[src/rtl/arc4_pkg.sv]
// Shared types and constants for the ARC4 decrypt sequencer and its S-port mux.
package arc4_pkg;

    localparam int KEY_W  = 24;
    localparam int ADDR_W = 8;
    localparam int DATA_W = 8;
    localparam int N_ENG  = 3;

    // Engine slot index into the packed request buses
    localparam int REQ_INIT = 0;
    localparam int REQ_KSA  = 1;
    localparam int REQ_PRGA = 2;

    // Encoding of the phase output; the active engine is phase-1
    localparam logic [1:0] PH_IDLE = 2'd0;
    localparam logic [1:0] PH_INIT = 2'd1;
    localparam logic [1:0] PH_KSA  = 2'd2;
    localparam logic [1:0] PH_PRGA = 2'd3;

    typedef enum logic [3:0] {
        IDLE,
        LAUNCH0,
        LAUNCH1,
        LAUNCH2,
        WAIT_BUSY0,
        WAIT_BUSY1,
        WAIT_BUSY2,
        WAIT_DONE0,
        WAIT_DONE1,
        WAIT_DONE2
    } seq_state_t;

    // Phase reported for a sequencer state: all three states of phase p map to p+1
    function automatic logic [1:0] state_phase(input seq_state_t s);
        logic [1:0] ph;
        ph = PH_IDLE;
        case (s)
            LAUNCH0, WAIT_BUSY0, WAIT_DONE0: ph = PH_INIT;
            LAUNCH1, WAIT_BUSY1, WAIT_DONE1: ph = PH_KSA;
            LAUNCH2, WAIT_BUSY2, WAIT_DONE2: ph = PH_PRGA;
            default:                         ph = PH_IDLE;
        endcase
        return ph;
    endfunction

endpackage

[src/rtl/arc4_seq_if.sv]
// Bundle of the sequencer's start handshake, engine request lines and S-memory port.
interface arc4_seq_if;
    import arc4_pkg::*;

    // Start handshake and key
    logic                       en;
    logic                       rdy;
    logic [KEY_W-1:0]           key;
    logic [KEY_W-1:0]           key_out;
    logic                       err;
    logic [1:0]                 phase;

    // Per-engine handshake and S-memory requests, engine k in slot k
    logic [N_ENG-1:0]           req_en;
    logic [N_ENG-1:0]           req_rdy;
    logic [N_ENG*ADDR_W-1:0]    req_addr;
    logic [N_ENG*DATA_W-1:0]    req_wrdata;
    logic [N_ENG-1:0]           req_wren;

    // Arbitrated S-memory write/address port
    logic [ADDR_W-1:0]          s_addr;
    logic [DATA_W-1:0]          s_wrdata;
    logic                       s_wren;

    // Environment side: host start request plus the three engines
    modport master (
        output en, key, req_rdy, req_addr, req_wrdata, req_wren,
        input  rdy, key_out, err, phase, req_en, s_addr, s_wrdata, s_wren
    );

    // Sequencer side
    modport slave (
        input  en, key, req_rdy, req_addr, req_wrdata, req_wren,
        output rdy, key_out, err, phase, req_en, s_addr, s_wrdata, s_wren
    );

endinterface

[src/rtl/arc4_seq_s_port_mux.sv]
// Combinational 3:1 selector for a memory write/address port, zero when idle.
// The select is a phase code: 0 = idle, 1..3 = slot 0..2.
module s_port_mux
    import arc4_pkg::*;
#(
    parameter int A_W = ADDR_W,
    parameter int D_W = DATA_W
) (
    input  logic [1:0]       i_sel,
    input  logic [3*A_W-1:0] i_addr,
    input  logic [3*D_W-1:0] i_wrdata,
    input  logic [2:0]       i_wren,
    output logic [A_W-1:0]   o_addr,
    output logic [D_W-1:0]   o_wrdata,
    output logic             o_wren
);

    // Route the selected slot through; everything else, including idle, reads as zero
    always_comb begin
        o_addr   = '0;
        o_wrdata = '0;
        o_wren   = 1'b0;
        case (i_sel)
            PH_INIT: begin
                o_addr   = i_addr[REQ_INIT*A_W +: A_W];
                o_wrdata = i_wrdata[REQ_INIT*D_W +: D_W];
                o_wren   = i_wren[REQ_INIT];
            end
            PH_KSA: begin
                o_addr   = i_addr[REQ_KSA*A_W +: A_W];
                o_wrdata = i_wrdata[REQ_KSA*D_W +: D_W];
                o_wren   = i_wren[REQ_KSA];
            end
            PH_PRGA: begin
                o_addr   = i_addr[REQ_PRGA*A_W +: A_W];
                o_wrdata = i_wrdata[REQ_PRGA*D_W +: D_W];
                o_wren   = i_wren[REQ_PRGA];
            end
            default: ;
        endcase
    end

endmodule

[src/rtl/arc4_seq.sv]
// ARC4 decrypt sequencer: runs init, KSA and PRGA back to back on one start,
// owns the shared S-memory write port, holds the key and aborts stuck phases.
module arc4_seq
    import arc4_pkg::*;
#(
    parameter int TIMEOUT = 8191
) (
    input logic       clk,
    input logic       rst,
    arc4_seq_if.slave bus
);

    // Watchdog width follows TIMEOUT; keep at least one bit when disabled
    localparam int TO_W  = $clog2(TIMEOUT + 1);
    localparam int CNT_W = (TO_W > 0) ? TO_W : 1;
    localparam bit WD_ON = (TIMEOUT > 0);
    localparam logic [CNT_W:0] WD_LIMIT = (CNT_W + 1)'(TIMEOUT);
    localparam logic [CNT_W:0] WD_ONE   = (CNT_W + 1)'(1);

    seq_state_t         r_state;
    seq_state_t         w_state_nxt;
    logic [N_ENG-1:0]   r_req_en;
    logic [N_ENG-1:0]   w_req_en_nxt;
    logic [KEY_W-1:0]   r_key;
    logic               r_err;
    logic [CNT_W-1:0]   r_wd;
    logic [CNT_W:0]     w_wd_inc;
    logic               w_accept;
    logic               w_wd_clr;
    logic               w_abort;
    logic [1:0]         w_phase;

    assign w_phase  = state_phase(r_state);
    assign w_wd_inc = {1'b0, r_wd} + WD_ONE;

    // Phase budget exhausted: the counter would reach TIMEOUT on this edge
    assign w_abort  = WD_ON && (r_state != IDLE) && (w_wd_inc == WD_LIMIT);

    // Next-state and launch pulse; a watchdog abort overrides every transition
    always_comb begin
        w_state_nxt  = r_state;
        w_req_en_nxt = '0;
        w_accept     = 1'b0;
        w_wd_clr     = 1'b0;
        case (r_state)
            IDLE: begin
                if (bus.en) begin
                    w_state_nxt = LAUNCH0;
                    w_accept    = 1'b1;
                    w_wd_clr    = 1'b1;
                end
            end
            LAUNCH0: begin
                if (bus.req_rdy[REQ_INIT]) begin
                    w_state_nxt            = WAIT_BUSY0;
                    w_req_en_nxt[REQ_INIT] = 1'b1;
                end
            end
            LAUNCH1: begin
                if (bus.req_rdy[REQ_KSA]) begin
                    w_state_nxt           = WAIT_BUSY1;
                    w_req_en_nxt[REQ_KSA] = 1'b1;
                end
            end
            LAUNCH2: begin
                if (bus.req_rdy[REQ_PRGA]) begin
                    w_state_nxt            = WAIT_BUSY2;
                    w_req_en_nxt[REQ_PRGA] = 1'b1;
                end
            end
            // Engine must visibly go busy before its rdy can mean "done"
            WAIT_BUSY0: if (!bus.req_rdy[REQ_INIT]) w_state_nxt = WAIT_DONE0;
            WAIT_BUSY1: if (!bus.req_rdy[REQ_KSA])  w_state_nxt = WAIT_DONE1;
            WAIT_BUSY2: if (!bus.req_rdy[REQ_PRGA]) w_state_nxt = WAIT_DONE2;
            WAIT_DONE0: begin
                if (bus.req_rdy[REQ_INIT]) begin
                    w_state_nxt = LAUNCH1;
                    w_wd_clr    = 1'b1;
                end
            end
            WAIT_DONE1: begin
                if (bus.req_rdy[REQ_KSA]) begin
                    w_state_nxt = LAUNCH2;
                    w_wd_clr    = 1'b1;
                end
            end
            WAIT_DONE2: begin
                if (bus.req_rdy[REQ_PRGA]) w_state_nxt = IDLE;
            end
            default: w_state_nxt = IDLE;
        endcase
        if (w_abort) begin
            w_state_nxt  = IDLE;
            w_req_en_nxt = '0;
        end
    end

    // State, launch pulse, latched key and sticky abort flag
    always_ff @(posedge clk) begin
        if (rst) begin
            r_state  <= IDLE;
            r_req_en <= '0;
            r_key    <= '0;
            r_err    <= 1'b0;
        end else begin
            r_state  <= w_state_nxt;
            r_req_en <= w_req_en_nxt;
            if (w_accept) begin
                r_key <= bus.key;
                r_err <= 1'b0;
            end else if (w_abort) begin
                r_err <= 1'b1;
            end
        end
    end

    // Per-phase watchdog: restarts on each launch, parked at zero while idle
    always_ff @(posedge clk) begin
        if (rst || w_wd_clr || (w_state_nxt == IDLE)) begin
            r_wd <= '0;
        end else begin
            r_wd <= w_wd_inc[CNT_W-1:0];
        end
    end

    assign bus.rdy     = (r_state == IDLE);
    assign bus.phase   = w_phase;
    assign bus.req_en  = r_req_en;
    assign bus.key_out = r_key;
    assign bus.err     = r_err;

    // Zero-latency S-port arbitration keyed by the active phase
    s_port_mux #(
        .A_W (ADDR_W),
        .D_W (DATA_W)
    ) u_s_mux (
        .i_sel    (w_phase),
        .i_addr   (bus.req_addr),
        .i_wrdata (bus.req_wrdata),
        .i_wren   (bus.req_wren),
        .o_addr   (bus.s_addr),
        .o_wrdata (bus.s_wrdata),
        .o_wren   (bus.s_wren)
    );

endmodule

[src/flat_wrapper.sv]
// flat-port wrapper written by rule: the top's interface ports become plain ports
module arc4_seq_flat import arc4_pkg::*;
#(
    parameter int TIMEOUT = 8191
)
  (clk, rst, bus_en, bus_key, bus_req_rdy, bus_req_addr, bus_req_wrdata, bus_req_wren, bus_rdy, bus_key_out, bus_err, bus_phase, bus_req_en, bus_s_addr, bus_s_wrdata, bus_s_wren);
  arc4_seq_if bus_i ();
  input logic clk;
  input logic rst;
  input wire logic [$bits(bus_i.en)-1:0] bus_en;
  input wire logic [$bits(bus_i.key)-1:0] bus_key;
  input wire logic [$bits(bus_i.req_rdy)-1:0] bus_req_rdy;
  input wire logic [$bits(bus_i.req_addr)-1:0] bus_req_addr;
  input wire logic [$bits(bus_i.req_wrdata)-1:0] bus_req_wrdata;
  input wire logic [$bits(bus_i.req_wren)-1:0] bus_req_wren;
  output wire logic [$bits(bus_i.rdy)-1:0] bus_rdy;
  output wire logic [$bits(bus_i.key_out)-1:0] bus_key_out;
  output wire logic [$bits(bus_i.err)-1:0] bus_err;
  output wire logic [$bits(bus_i.phase)-1:0] bus_phase;
  output wire logic [$bits(bus_i.req_en)-1:0] bus_req_en;
  output wire logic [$bits(bus_i.s_addr)-1:0] bus_s_addr;
  output wire logic [$bits(bus_i.s_wrdata)-1:0] bus_s_wrdata;
  output wire logic [$bits(bus_i.s_wren)-1:0] bus_s_wren;
  assign bus_i.en = bus_en;
  assign bus_i.key = bus_key;
  assign bus_i.req_rdy = bus_req_rdy;
  assign bus_i.req_addr = bus_req_addr;
  assign bus_i.req_wrdata = bus_req_wrdata;
  assign bus_i.req_wren = bus_req_wren;
  assign bus_rdy = bus_i.rdy;
  assign bus_key_out = bus_i.key_out;
  assign bus_err = bus_i.err;
  assign bus_phase = bus_i.phase;
  assign bus_req_en = bus_i.req_en;
  assign bus_s_addr = bus_i.s_addr;
  assign bus_s_wrdata = bus_i.s_wrdata;
  assign bus_s_wren = bus_i.s_wren;
  arc4_seq #(.TIMEOUT(TIMEOUT)) u_core (.clk(clk), .rst(rst), .bus(bus_i));
endmodule
[config.mk]
export PLATFORM = sky130hd
export DESIGN_NAME = arc4_seq_flat
export DESIGN_NICKNAME = d
export VERILOG_FILES = /design/src/rtl/arc4_pkg.sv /design/src/rtl/arc4_seq_if.sv /design/src/rtl/arc4_seq_s_port_mux.sv /design/src/rtl/arc4_seq.sv /design/src/flat_wrapper.sv
export SDC_FILE = /design/constraint.sdc
export NUM_CORES = 1
export LEC_CHECK = 0
export ABC_AREA = 1
export CAP_MARGIN = 20
export CORE_UTILIZATION = 40
export DETAILED_ROUTE_END_ITERATION = 12
export GPL_TIMING_DRIVEN = 0
export PLACE_DENSITY = 0.81
export SLEW_MARGIN = 10
export SYNTH_ARGS = -nofsm -noshare
export SYNTH_HDL_FRONTEND = slang
export SYNTH_SLANG_ARGS = --single-unit
[constraint.sdc]
create_clock -name clk -period 2.4 [get_ports clk]
set_input_delay 0.48 -clock clk [delete_from_list [all_inputs] [get_ports clk]]
set_output_delay 0.48 -clock clk [all_outputs]
set_load 0.005 [all_outputs]
==> metrics <==
IO Pins=129; routed length per instance=12.0 um; critical path launch point type=flop; worst vdd ir=455 uV; sequential fraction of the synthesis area=0.372; Worst Hold Slack=0.468 ns; Final Net Count=approximately 600; global-route wire length before repair=11.2 mm; Synth Area in Simple Gates=0.464; CP Capture Type=primary output; die height=81.5 um; Mapped Area=between 2000 and 3000 sq um; ANT cells=0; most common cell after layout, fill and taps aside=nand2_1; syn nets=479; maxcap violations=0; compound-gate portion of the synthesized area=0.0753; Relative slew margins=0.656; critical-path maximum fanout=10; Mean Syn Cell Area=6.38 sq um; PD cells=between 500 and 600 nW/um^2; largest net degree at the start of global routing=18; number of setup violations in the final report=0; DRT Wirelength=7.27 mm; Worst R2R Setup Slack=0.30 ns; CP Class=reg -> out; Die ar.=approximately 6600 sq um; initial antenna violation count=0; Cells after Synth=396; status=finished clean; Clock Skew=0.00574 ns; #FFs+latches synth=47; most frequent cells in the layout=159 x nand2_1, 128 x clkdlybuf4s50_1, 47 x dfxtp_1; First DRT Iteration DRCs=between 100 and 150; CTS sink count=47; Bufs on Longest Clock Path=2; vias in the first global route=2597; post-route ant nets=0; CP Data Required Time=1.92 ns; Tcrit/Tclk final=0.951; fin util=0.672; main combinational cell family by area after synthesis=simple AND/OR/NAND/NOR gates; DR vias/cell=4.85; global route total overflow=0; TritonCTS clock tree=done; final hold violation count=0; Worst Hold Class=reg -> reg; worst endpoint data arrival time=1.80 ns; HPWL after DPL=5.76 mm; placer congestion estimate=roughly 0.91; maximum clock frequency=438 MHz; root buffer cell=clkbuf_8; multiplexer share of the synthesized area=0; Cell Rows=28; Horiz. Die Dim=81.5 um; Netlist cell types=28; port bufs=approximately 130; Pins Over Slew Limit=0; core footprint=~6000 sq um; Initial Utilization=0.422; Area Growth Syn to Fin=59.3%; Leak Pwr=0.00162 uW; clock latency on the worst-skew pair=0.30 ns; total number of vias=~3000; clock slew at reported path FFs=0.09 ns; Post-route DRC=0; synth warn=0; Adder-Cell Fraction of Synth Area=0.00991; Post-Synth XOR/XNOR Area=0.00693; total number of H-tree levels=2; gr usage total=0.216; drt first pass iters=4; fraction of layout cells with a size suffix above 1=0.0849; min Tclk post-route=2.28 ns; CTS Buf Count=5; TNS Setup=0 ns; setup bufs post-CTS=0; worst slew pin tran=0.515 ns
-- registers in the layout, summed over array words and instances (netlist names) --
signal,flops
u_core.bus.err,1
u_core.bus.key_out,24
u_core.bus.phase,2
u_core.bus.req_en,3
u_core.r_state,4
u_core.r_wd,13
-- cells in the mapped netlist (all sizes together) --
cell type / n / area (sq um)
nand3b: 2 / 15.0
nor4: 2 / 12.5
nand2: 166 / 646
a21oi: 25 / 125
clkbuf: 10 / 37.5
o21ai: 4 / 23.8
o21bai: 2 / 15.0
nor2: 48 / 236
or2: 1 / 6.26
clkinv: 3 / 11.3
xor2: 2 / 17.5
ha: 2 / 25.0
nor3: 6 / 30.0
inv: 31 / 116
nand4: 7 / 43.8
o211ai: 1 / 12.5
a31oi: 1 / 6.26
nand3: 34 / 183
a211oi: 1 / 7.51
dfxtp: 47 / 941
buf: 1 / 15.0
-- stage by stage --
| step | cell area (sq um) | cells | setup WS [ns] | total power [uW] |
|---|---|---|---|---|
| detailed placement | 3900 | 599 | -0.00865 | 1720 |
| floorplan | 2530 | 396 | 0.594 | 1260 |
| global placement | 3900 | 599 | 0.00764 | 1710 |
| finish | 4030 | 605 | 0.118 | 2300 |
| global route | 4030 | 605 | -0.00519 | 2440 |
| CTS | 4020 | 605 | 0.0235 | 2320 |
-- critical path, stage by stage (launching register included) --
cell             delay (ns)
dfxtp_1                0.36
inv_1                  0.09
nor2_4                 0.18
buf_4                  0.21
nand2_1                0.06
nand3_1                0.10
clkdlybuf4s50_1        0.51
-- path summary, 6_finish.rpt --
path                                             start                     end  cells past startpoint
worst max register to register          u_core.r_wd[0]          u_core.r_wd[7]                     15
worst max-delay path               u_core.bus.phase[1]           bus_s_addr[2]                      6
worst min register to register  u_core.bus.key_out[13]  u_core.bus.key_out[13]                      2
worst min-delay path            u_core.bus.key_out[13]  u_core.bus.key_out[13]                      2
-- where the power goes --
part           internal, uW  switching [uW]
registers               844            47.3
clock network           314             273
logic                   445             373
-- repair_timing --
action | 4_1_cts | 5_1_grt
hold buffers | 0 | 0
endpoints found under the setup margin | 10 | 17
pin swaps | 0 | 0
gates resized for setup | 5 | 2
-- layer usage --
metal  part of all wire  wire (um)  global-route usage
met1               0.44       3200               0.270
met2               0.48       3470               0.366
met3              0.072        522              0.0567
met4              0.011         82              0.0571
met5                  0          0                   0
-- final cells by class --
cell class              instances  area, sq um
inverters                      34          133
plain buffers                   9         48.8
multi-input cells             304         1410
clock buffers                   5         68.8
clock inverters                 3         46.3
well taps                      75         93.8
repair buffers                128         1280
flip-flops and latches         47          941
fillers                       554         1970
-- kinds of logic after synthesis --
logic type	count (synthesis)
compound gates	34
simple gates	266
fa+ha+maj	2
buf+inv	45
xor+xnor	2
flops	47
Note: power is estimated with default switching activity, not from simulation.
==> variant (config.mk and constraints unchanged) <==
The package constant `ADDR_W` goes from 8 to 6.
--- a/src/rtl/arc4_pkg.sv
+++ b/src/rtl/arc4_pkg.sv
@@ -2,7 +2,7 @@
 package arc4_pkg;
 
     localparam int KEY_W  = 24;
-    localparam int ADDR_W = 8;
+    localparam int ADDR_W = 6;
     localparam int DATA_W = 8;
     localparam int N_ENG  = 3;
 
Interface: changed (resized bus_req_addr and bus_s_addr); port bits go from 129 to 121. The function was not compared with the original's and may differ.
==> variant against the unedited design <==
  * First-iteration DRC count grew 41%
  * Synthesized area grew 1.2%
  * Sequential power grew 2%
  * Power shrank 3.2%
  * Sequential share of layout area grew 0.51 points
  * Design area shrank 1.6%
  * Wire length shrank 3.6%
  * Sequential cell count is the same
  * Synthesized cell count grew 1.0%
  * Setup slack gained 0.016 ns
  * Highest routed layer unchanged
==> variant: results (changes against the unedited design) <==
metric	value	unit	change
status	completed		
P_sw	717	uW	+3.5%
list of most frequent post-synthesis cells	nand2_1 (139), dfxtp_1 (47), nand3_1 (44)		
CP endpoint	bus_s_addr[3]		
via/cell ratio	4.87		+0.32%
cell count of the worst reg-to-reg path	14		-1
post-placement cell area	3850	um2	-1.3%
worst hold slack	0.466	ns	-0.00181 ns
fraction of area in multi-input gates	35.3	%	+0.20 points
worst relative slew slack	70.6	%	+5.0 points
Filler Cell Count	577		+4.2%
R2R Path End	u_core.r_wd[12]		
worst slack, placed	-0.170	ns	-0.161 ns
Signal inverters	42		+24%
Comb. pwr	830	uW	+1%
Lkg Pwr	0.00155	uW	-4.4%
post-synthesis cell type count	25		-11%
syn avg cell area	6.39	um2	+0.23%
min-delay src	u_core.bus.key_out[22]		
largest net degree at the start of global routing	17		-1
first-pass GRT wire length	11000	um	-1.7%
switching share of power	32.3	%	+2.1 points
global-route usage over all layers	20.8	%	-0.84 points
met2 Resource Use GR	38.3	%	+1.7 points
Fin Clk Skew	0.00857	ns	+0.00284 ns
VDD IR max	0.482	mV	+5.8%
routed len/inst	11.7	um	-3.0%
Mapped Area	2560	um2	+1.2%
sequential power	905	uW	+2%
# placed instances	595		-0.67%
top post-synthesis cells by area	dfxtp_1 (37%), nand2_1 (20%), nand3_1 (8.6%)		
ClkCell Share	2.34	%	-0.52 points
sequential area share after synthesis	36.8	%	-0.46 points
share of cells above drive strength 1	9.70	%	+1.2 points
[variant: logic make-up after synthesis]
kind of cell / after synthesis / share of synthesized area, %
adders and majority gates: 2 / 0.978
and+or+nand+nor: 260 / 45.7
AOI/OAI and AO/OA: 34 / 7.29
xor gates and xnor gates: 1 / 0.343
buffers and inverters: 56 / 8.86
DFF: 47 / 36.8
[variant: worst min-delay path, delay by kind of cell, from the launching register on]
kind	cells	cell delay (ns)
and+or+nand+nor	1	0.06
DFF	1	0.32
AOI/OAI and AO/OA	1	0.05
[variant: routing by layer]
| layer | wire length (um) | share of wire, % |
|---|---|---|
| met1 | 2860 | 41 |
| met2 | 3410 | 49 |
| met3 | 633 | 9.0 |
| met4 | 106 | 1.5 |
| met5 | 0 | 0 |
[variant: what timing repair did]
item / in CTS / in global routing
gates cloned: 0 / 0
hold endpoints to repair: 0 / 0
setup endpoints to repair: 15 / 10
hold buffers: 0 / 0
gates resized for setup: 8 / 8
